## src/rtl/regfile_wb_arbiter.sv

```systemverilog
`default_nettype none
// ============================================================================
//  Module   : regfile_wb_arbiter
//  Purpose  : Round-robin arbiter for the register-file write port, with a
//             registered write stage and a busy scoreboard for RAW hazards.
//  Revision : 1.0  initial release
// ============================================================================
module regfile_wb_arbiter #(
    parameter int DATA_WIDTH = 31,
    parameter int ADDR_MSB   = 3,
    parameter int NUM_REQ    = 3
) (
    input  logic                              clk,
    input  logic                              rst,
    input  logic [NUM_REQ-1:0]                req,
    input  logic [NUM_REQ*(ADDR_MSB+1)-1:0]   req_addr,
    input  logic [NUM_REQ*(DATA_WIDTH+1)-1:0] req_data,
    output logic [NUM_REQ-1:0]                gnt,
    output logic [DATA_WIDTH:0]               data_In,
    output logic [ADDR_MSB:0]                 data_InReg,
    output logic                              enable,
    input  logic                              rsv_valid,
    input  logic [ADDR_MSB:0]                 rsv_addr,
    input  logic [ADDR_MSB:0]                 chk_addrA,
    input  logic [ADDR_MSB:0]                 chk_addrB,
    output logic                              hazardA,
    output logic                              hazardB,
    output logic [(2**(ADDR_MSB+1))-1:0]      busy
);

    localparam int c_AW    = ADDR_MSB + 1;
    localparam int c_DW    = DATA_WIDTH + 1;
    localparam int c_NREG  = 2 ** c_AW;
    localparam int c_PTR_W = $clog2(NUM_REQ);
    localparam logic [c_PTR_W:0]   c_NUM  = (c_PTR_W + 1)'(NUM_REQ);
    localparam logic [c_PTR_W-1:0] c_LAST = c_PTR_W'(NUM_REQ - 1);

    logic [c_PTR_W-1:0] r_ptr;
    logic [c_PTR_W-1:0] w_sel;
    logic [c_PTR_W:0]   w_idx;
    logic               w_xfer;
    logic [NUM_REQ-1:0] w_gnt;
    logic [c_AW-1:0]    w_addr;
    logic [c_DW-1:0]    w_data;
    logic [c_NREG-1:0]  r_busy;
    logic [c_NREG-1:0]  w_busy_nxt;
    logic [c_DW-1:0]    r_data;
    logic [c_AW-1:0]    r_addr;
    logic               r_en;

    // Scan ptr, ptr+1, ... with wrap; the first asserted request wins.
    always_comb begin
        w_gnt  = '0;
        w_xfer = 1'b0;
        w_sel  = '0;
        w_idx  = '0;
        for (int k = 0; k < NUM_REQ; k++) begin
            w_idx = {1'b0, r_ptr} + (c_PTR_W + 1)'(k);
            if (w_idx >= c_NUM) w_idx = w_idx - c_NUM;
            if (!w_xfer && req[w_idx[c_PTR_W-1:0]]) begin
                w_xfer = 1'b1;
                w_sel  = w_idx[c_PTR_W-1:0];
            end
        end
        if (rst) w_xfer = 1'b0;
        if (w_xfer) w_gnt[w_sel] = 1'b1;
    end

    assign w_addr = req_addr[w_sel*c_AW +: c_AW];
    assign w_data = req_data[w_sel*c_DW +: c_DW];

    // Reservation is applied after the clear so a newer producer keeps the bit.
    always_comb begin
        w_busy_nxt = r_busy;
        if (w_xfer)    w_busy_nxt[w_addr]   = 1'b0;
        if (rsv_valid) w_busy_nxt[rsv_addr] = 1'b1;
    end

    always_ff @(posedge clk) begin
        if (rst) begin
            r_ptr  <= '0;
            r_busy <= '0;
            r_en   <= 1'b0;
            r_data <= '0;
            r_addr <= '0;
        end else begin
            r_en   <= w_xfer;
            r_busy <= w_busy_nxt;
            if (w_xfer) begin
                r_data <= w_data;
                r_addr <= w_addr;
                r_ptr  <= (w_sel == c_LAST) ? '0 : w_sel + 1'b1;
            end
        end
    end

    assign gnt        = w_gnt;
    assign data_In    = r_data;
    assign data_InReg = r_addr;
    assign enable     = r_en;
    assign busy       = r_busy;
    assign hazardA    = r_busy[chk_addrA];
    assign hazardB    = r_busy[chk_addrB];

endmodule
`default_nettype wire

```

## config.mk

```make
export PLATFORM = sky130hd
export DESIGN_NAME = regfile_wb_arbiter
export DESIGN_NICKNAME = d
export VERILOG_FILES = /design/src/rtl/regfile_wb_arbiter.sv
export SDC_FILE = /design/constraint.sdc
export NUM_CORES = 1
export LEC_CHECK = 0
export CORE_MARGIN = 2
export CORE_UTILIZATION = 43
export CTS_CLUSTER_SIZE = 16
export DETAILED_ROUTE_END_ITERATION = 8
export PLACE_DENSITY = 0.84
export SYNTH_ARGS = -nofsm -noshare
export SYNTH_HDL_FRONTEND = slang
export SYNTH_SLANG_ARGS = --single-unit
```

## constraint.sdc

```tcl
create_clock -name clk -period 6.4 [get_ports clk]
set_input_delay 1.28 -clock clk [delete_from_list [all_inputs] [get_ports clk]]
set_output_delay 1.28 -clock clk [all_outputs]
set_load 0.005 [all_outputs]
```

==> out/qor.yml, run 1 <==
relSlewSlack_pct: 50.5
nNetsFinal: 742
die_x_um: 93.6
cap_violations: 0
r2r-start: "r_ptr[1]"
yosysSeqAreaShare_pct: 31.9
antenna_cells: 0
timing.critical_path.from: "req[1]"
fmax_mhz: 194
drcViolationCount: 0
grt_first_pass_wirelength_um: 18500
fin_skew_ns: 0.00289
critPathBufInv: 2
grt_overflow: 0
cp-end-kind: "output port"
fp.dieH_um: 93.6
ctsResizeCount: 0
endpoint: "gnt[1]"
fin_crit_ns: 5.15
setup.worst_path.start_class: "input port"
die-area_um2: 8760
hold_viol_final: 0
clk_latency_ns: 0.31
ys_types: 49
min_path_type: "reg2reg"
htreeDepth: 2
ys_ff_latch: 55
synth_ff_type: "dfxtp_1"
nFillCells: 671
placementRows: 32
fp.coreArea_um2: 7770
ioPinCount: 184
cp_num_cells: 8
drv_slew: 0
dp_hpwl_um: 8810
clock_path_buffers: 2
avgViaCountPerCell: 5.59
p_leak_nw: 2.01
cpPeakStageDelay_ns: 0.59
gp_congestion: 0.888
cp_max_fo: 35
grt_usage_pct: 26.3
syn-num-nets: 579
post_cts_buffers: 0
hold_start: "data_InReg[1]"
p_total_mw: 2.05
root_buffer: "clkbuf_8"
final_layout_size_suffix_gt1_share_pct: 6.53
tightest_slew_ns: 0.741
antenna_found_initial: 0
reg2reg_to: "busy[10]"
pre_cts_ws_ns: 1.25
grt_pass1_vias: 3885
routed_wl_um: 11600
rrSetupSlack_ns: 3.08
crit_slowest_cell: "clkdlybuf4s50_1"
synth-edff-count: 0
synthesis.area_um2: 3450
drt_iter0_markers: 164
clk_pin_slew_ns: 0.10
detail_route.wl_per_cell_um: 16.3
setup_tns_ns: 0
finalSetupViolations: 0
vdd_drop_max_uv: 191
cts_buffers: 5
powerDensity_nw_per_um2: 381
avgSynthCellArea_um2: 7.69
fin_crit_sh_pct: 80.4
rsz0062_at_grt: "no"
holdWs_ns: 0.465
critPathKind: "in2out"
cts_hold_buffers: 0
port_buffers: 183
crit_chain: "clkdlybuf4s50_1 -> mux2i_1 -> o21ai_2 -> a211oi_2 -> nor2_4 -> nand2_1 -> nor2_1 -> clkdlybuf4s50_1"
syn_to_final_growth_pct: 56.0
final_antenna_net_count: 0
postSynth.asyncResetShare_pct: 0
vias: 3996
yosysWarnings: 0
status: "complete, no violations"
cpMostUsedCell: "clkdlybuf4s50_1"
critical_path.top_delay_family: "buffers and inverters"
drtPass1Iterations: 5
grt_start_max_net_pins: 65
start_util_pct: 44.4
cp_data_required_time_ns: 5.12
cts_tree: "built"
reg2reg_depth: 11
cts.sinks: 55
synth_cells: 449
setup_ws_ns: 1.25
worstPathArrival_ns: 3.87
[cell usage in the layout, fill, tap and decap left out, drive strengths merged, types with 3 or more instances in the layout]
| cell | n |
|---|---|
| a211oi | 3 |
| a311oi | 24 |
| a221o | 8 |
| nand2 | 67 |
| nand2b | 4 |
| nor2 | 69 |
| ha | 4 |
| nor3 | 3 |
| mux2i | 9 |
| o21ai | 61 |
| clkdlybuf4s50 | 182 |
| o21a | 3 |
| clkbuf | 5 |
| mux4 | 10 |
| dfxtp | 55 |
| or3b | 3 |
| o211ai | 6 |
| nand3b | 5 |
| inv | 8 |
| buf | 6 |
| a21oi | 31 |
| nor2b | 19 |
| nand3 | 7 |
[registers in the layout (all words and copies together) (netlist names)]
signal and count:
enable 1, data_In 32, data_InReg 4, r_ptr 2, busy 16
[how the worst min path moves through the flow]
stage	to	cells past startpoint
CTS	data_InReg[1]	2
detailed placement	data_InReg[1]	2
finish	data_InReg[1]	2
floorplan	data_InReg[1]	2
global placement	data_InReg[1]	2
global route	data_InReg[1]	2
[where the power goes]
part / internal [mW] / total, mW / leakage, nW / switching [mW]
logic: 0.609 / 1.36 / 1.51 / 0.752
registers: 0.443 / 0.495 / 0.454 / 0.0521
clock network: 0.0775 / 0.196 / 0.0483 / 0.118
total: 1.13 / 2.05 / 2.01 / 0.923
[kinds of logic after synthesis]
kind of cell,Yosys count,synth area share (%)
AO/OA/AOI/OAI,145,27.4
multiplexers,19,9.14
adder cells (fa/ha/maj),4,1.45
buffers and inverters,39,5.37
flip-flops,55,31.9
AND/OR/NAND/NOR,187,24.7
[synthesized netlist by cell type (3+ instances only)]
library cell | n | area share, %
a221o_1 | 8 | 2.3
o211ai_1 | 5 | 1.1
a311oi_1 | 24 | 6.1
nand3b_1 | 4 | 0.87
inv_1 | 7 | 0.76
nand3_1 | 7 | 1.0
nand2b_1 | 4 | 0.73
o21ai_0 | 24 | 3.5
o21ai_1 | 36 | 5.2
nand2_1 | 66 | 7.2
nor2b_1 | 19 | 3.4
ha_1 | 4 | 1.5
buf_6 | 3 | 0.98
mux4_2 | 10 | 6.5
a21oi_1 | 31 | 4.5
mux2i_1 | 9 | 2.6
o21a_1 | 3 | 0.65
nor2_1 | 67 | 7.3
dfxtp_1 | 55 | 32
buf_2 | 10 | 1.5
buf_1 | 3 | 0.33
clkbuf_1 | 15 | 1.6
nor3_1 | 3 | 0.43
[routing by layer]
metal	vias to the layer above	GRT usage, %	routed length [um]
li1	1938	-	-
met1	1858	30.6	4540
met2	177	46.7	5760
met3	23	6.61	1020
met4	0	9.54	312
met5	-	0	0
[worst reg2reg max path, stage by stage (launching register included)]
cell	delay [ns]
dfxtp_1	0.37
inv_1	0.10
ha_1	0.35
mux2i_1	0.32
o21a_1	0.18
a211oi_2	0.10
nor2_4	0.58
buf_4	0.46
a21oi_1	0.12
or3b_4	0.44
o21ai_1	0.13
o21ai_1	0.08
[layout make-up]
type                    count  area, um^2  area share [%]
well taps                 102         128            2.37
clock buffers               5        68.8            1.28
repair buffers            188        1860            34.6
multi-input cells         355        2180            40.4
clock inverters             3        18.8           0.349
flip-flops and latches     55        1100            20.5
inverters                   7        26.3           0.488
[metrics by stage]
| stage | instance area (um^2) | util (%) | cells |
|---|---|---|---|
| floorplan | 3450 | - | 449 |
| global placement | 5300 | 68.2 | 707 |
| detailed placement | 5300 | 68.2 | 707 |
| CTS | 5380 | 69.3 | 715 |
| global route | 5380 | 69.3 | 715 |
| finish | 5380 | 69.3 | 715 |
No activity file was read; power rests on OpenSTA's default activity.
==> inputs of run 2 (changes only) <==
Settings changed: CORE_UTILIZATION 43 to 40, PLACE_DENSITY 0.84 to 0.79.
Clock period 6.4 ns to 5.15 ns, I/O delays scaled along.
==> run 2 against run 1 <==
Against the previous run:
- die area is 7.2% higher
- clock power is 27% higher
- critical path depth stayed put
- sequential cell count stayed put
- critical endpoint is now gnt[0]
- setup slack worse by 0.61 ns
- wire length is 1.0% higher
- register-to-register slack worse by 1.3 ns
- cell area hardly changed
- combinational power is 24% higher
- non-clock buffer count stayed put
- sequential share of layout area hardly changed
==> out/qor.yml, run 2 (synthesized netlist as in run 1, its figures left out) <==
worstHoldPathCells: 2  # unchanged
drcViolationCount: 0  # unchanged
die-area_um2: 9390  # was 8760 um^2
antenna_cells: 0  # unchanged
cp_max_fo: 7  # was 35
drv_slew: 0  # unchanged
post_cts_buffers: 0  # unchanged
die_x_um: 96.9  # was 93.6 um
final_antenna_net_count: 0  # unchanged
avgViaCountPerCell: 5.58  # was 5.59
powerDensity_nw_per_um2: 474  # was 381 nW/um^2
grt_overflow: 0  # unchanged
tightest_slew_ns: 0.779  # was 0.741 ns
cap_violations: 0  # unchanged
layout_commonest_cell: "clkdlybuf4s50_1"  # unchanged
grt_start_max_net_pins: 64  # was 65
cts_tree: "built"  # unchanged
cts_hold_buffers: 0  # unchanged
rsz0062_at_grt: "no"  # unchanged
crit_slowest_cell: "clkdlybuf4s50_1"  # unchanged
mostFrequentLayoutCells: "clkdlybuf4s50_1, nor2_1, nand2_1"  # unchanged
grt_first_pass_wirelength_um: 18900  # was 18,500 um
fp.coreArea_um2: 8300  # was 7770 um^2
routed_wl_um: 11700  # was 11,600 um
drtPass1Iterations: 5  # unchanged
status: "complete, no violations"  # unchanged
antenna_found_initial: 0  # unchanged
cts.sinks: 55  # unchanged
gp_congestion: 0.915  # was 0.888
final_layout_size_suffix_gt1_share_pct: 6.53  # unchanged
place_inst: 710  # was 707
drt_iter0_markers: 236  # was 164
detail_route.wl_per_cell_um: 16.4  # was 16.3 um
clk_pin_slew_ns: 0.10  # about the same
crit_chain: "clkdlybuf4s50_1 -> mux2i_1 -> o21ai_0 -> nor3_2 -> nor2_1 -> nand2_1 -> nor2_1 -> clkdlybuf4s50_1"  # was clkdlybuf4s50_1 -> mux2i_1 -> o21ai_2 -> a211oi_2 -> nor2_4 -> nand2_1 -> nor2_1 -> clkdlybuf4s50_1
fp.dieH_um: 96.9  # was 93.6 um
nNetsFinal: 742  # unchanged
cp_num_cells: 8  # unchanged
start_util_pct: 41.6  # was 44.4%
ioPinCount: 184  # unchanged
fin_crit_sh_pct: 87.5
cp_data_required_time_ns: 4.12  # was 5.12 ns
setup.worst_path.start_class: "input port"  # unchanged
worstPathArrival_ns: 3.48  # was 3.87 ns
relSlewSlack_pct: 48.1  # was 50.5%
critPathKind: "in2out"  # unchanged
dp_hpwl_um: 8900  # was 8810 um
clk_latency_ns: 0.32  # was 0.31 ns
hold_viol_final: 0  # unchanged
critPathBufInv: 2  # unchanged
port_buffers: 183  # unchanged
cpPeakStageDelay_ns: 0.58  # was 0.59 ns
largest_reg_flops: 32  # unchanged
htreeDepth: 2  # unchanged
fin_skew_ns: 0.00651  # was 0.00289 ns
cp-end-kind: "output port"  # unchanged
critical_path.top_delay_family: "buffers and inverters"  # unchanged
clock_path_buffers: 2  # unchanged
root_buffer: "clkbuf_8"  # unchanged
cts_buffers: 5  # unchanged
ctsResizeCount: 0  # unchanged
syn_to_final_growth_pct: 56.1  # was 56.0%
grt_usage_pct: 24.3  # was 26.3%
fin_cells: 718  # was 715
vias: 4007  # was 3,996
fmax_mhz: 222
reg2reg_depth: 11  # unchanged
min_path_type: "reg2reg"  # unchanged
finalSetupViolations: 0  # unchanged
setup_tns_ns: 0  # unchanged
fin_crit_ns: 4.51
placementRows: 33  # was 32
grt_pass1_vias: 3787  # was 3,885
p_leak_nw: 2.01  # unchanged
vdd_drop_max_uv: 284  # was 191 uV
## run 2: worst paths after layout
path	startpoint	endpoint	slack, ns
worst max-delay path	req[1]	gnt[0]	0.64
worst min-delay path	data_InReg[1]	data_InReg[1]	0.46
worst max register to register	r_ptr[1]	data_In[11]	1.78
worst min register to register	data_InReg[1]	data_InReg[1]	0.46
## run 2: tightest hold or removal path: cells and delay by family (launching register included)
family	cells	cell delay [ns]
AND/OR/NAND/NOR	1	0.05
flip-flops	1	0.32
AO/OA/AOI/OAI	1	0.05
## run 2: layer usage
layer | vias up | share of wire, % | global-route usage [%]
met4 | 0 | 1.3 | 5.53
met5 | - | 0 | 0
li1 | 1952 | - | -
met2 | 188 | 47 | 40.3
met3 | 13 | 9.6 | 7.23
met1 | 1854 | 42 | 31.2
## run 2: layout make-up
class	instances	area, um^2
fillers	699	2910
multi-input cells	355	2180
repair buffers	188	1860
flip-flops and latches	55	1100
well taps	105	131
clock buffers	5	68.8
inverters	7	26.3
clock inverters	3	18.8
## run 2: stage by stage
step	power, mW	area (um^2)	util [%]	hold slack [ns]	setup slack (ns)
floorplan	1.74	3450	-	0.448	1.77
global placement	2.27	5300	63.9	0.439	0.746
detailed placement	2.31	5300	63.9	0.449	0.653
CTS	2.56	5390	64.9	0.464	0.647
global route	2.77	5390	64.9	0.469	0.376
finish	2.55	5390	64.9	0.462	0.643
## run 2: power by group
part	switching [mW]	internal [mW]	leakage (nW)
logic	0.933	0.757	1.51
clock network	0.151	0.0963	0.0483
registers	0.0641	0.550	0.454
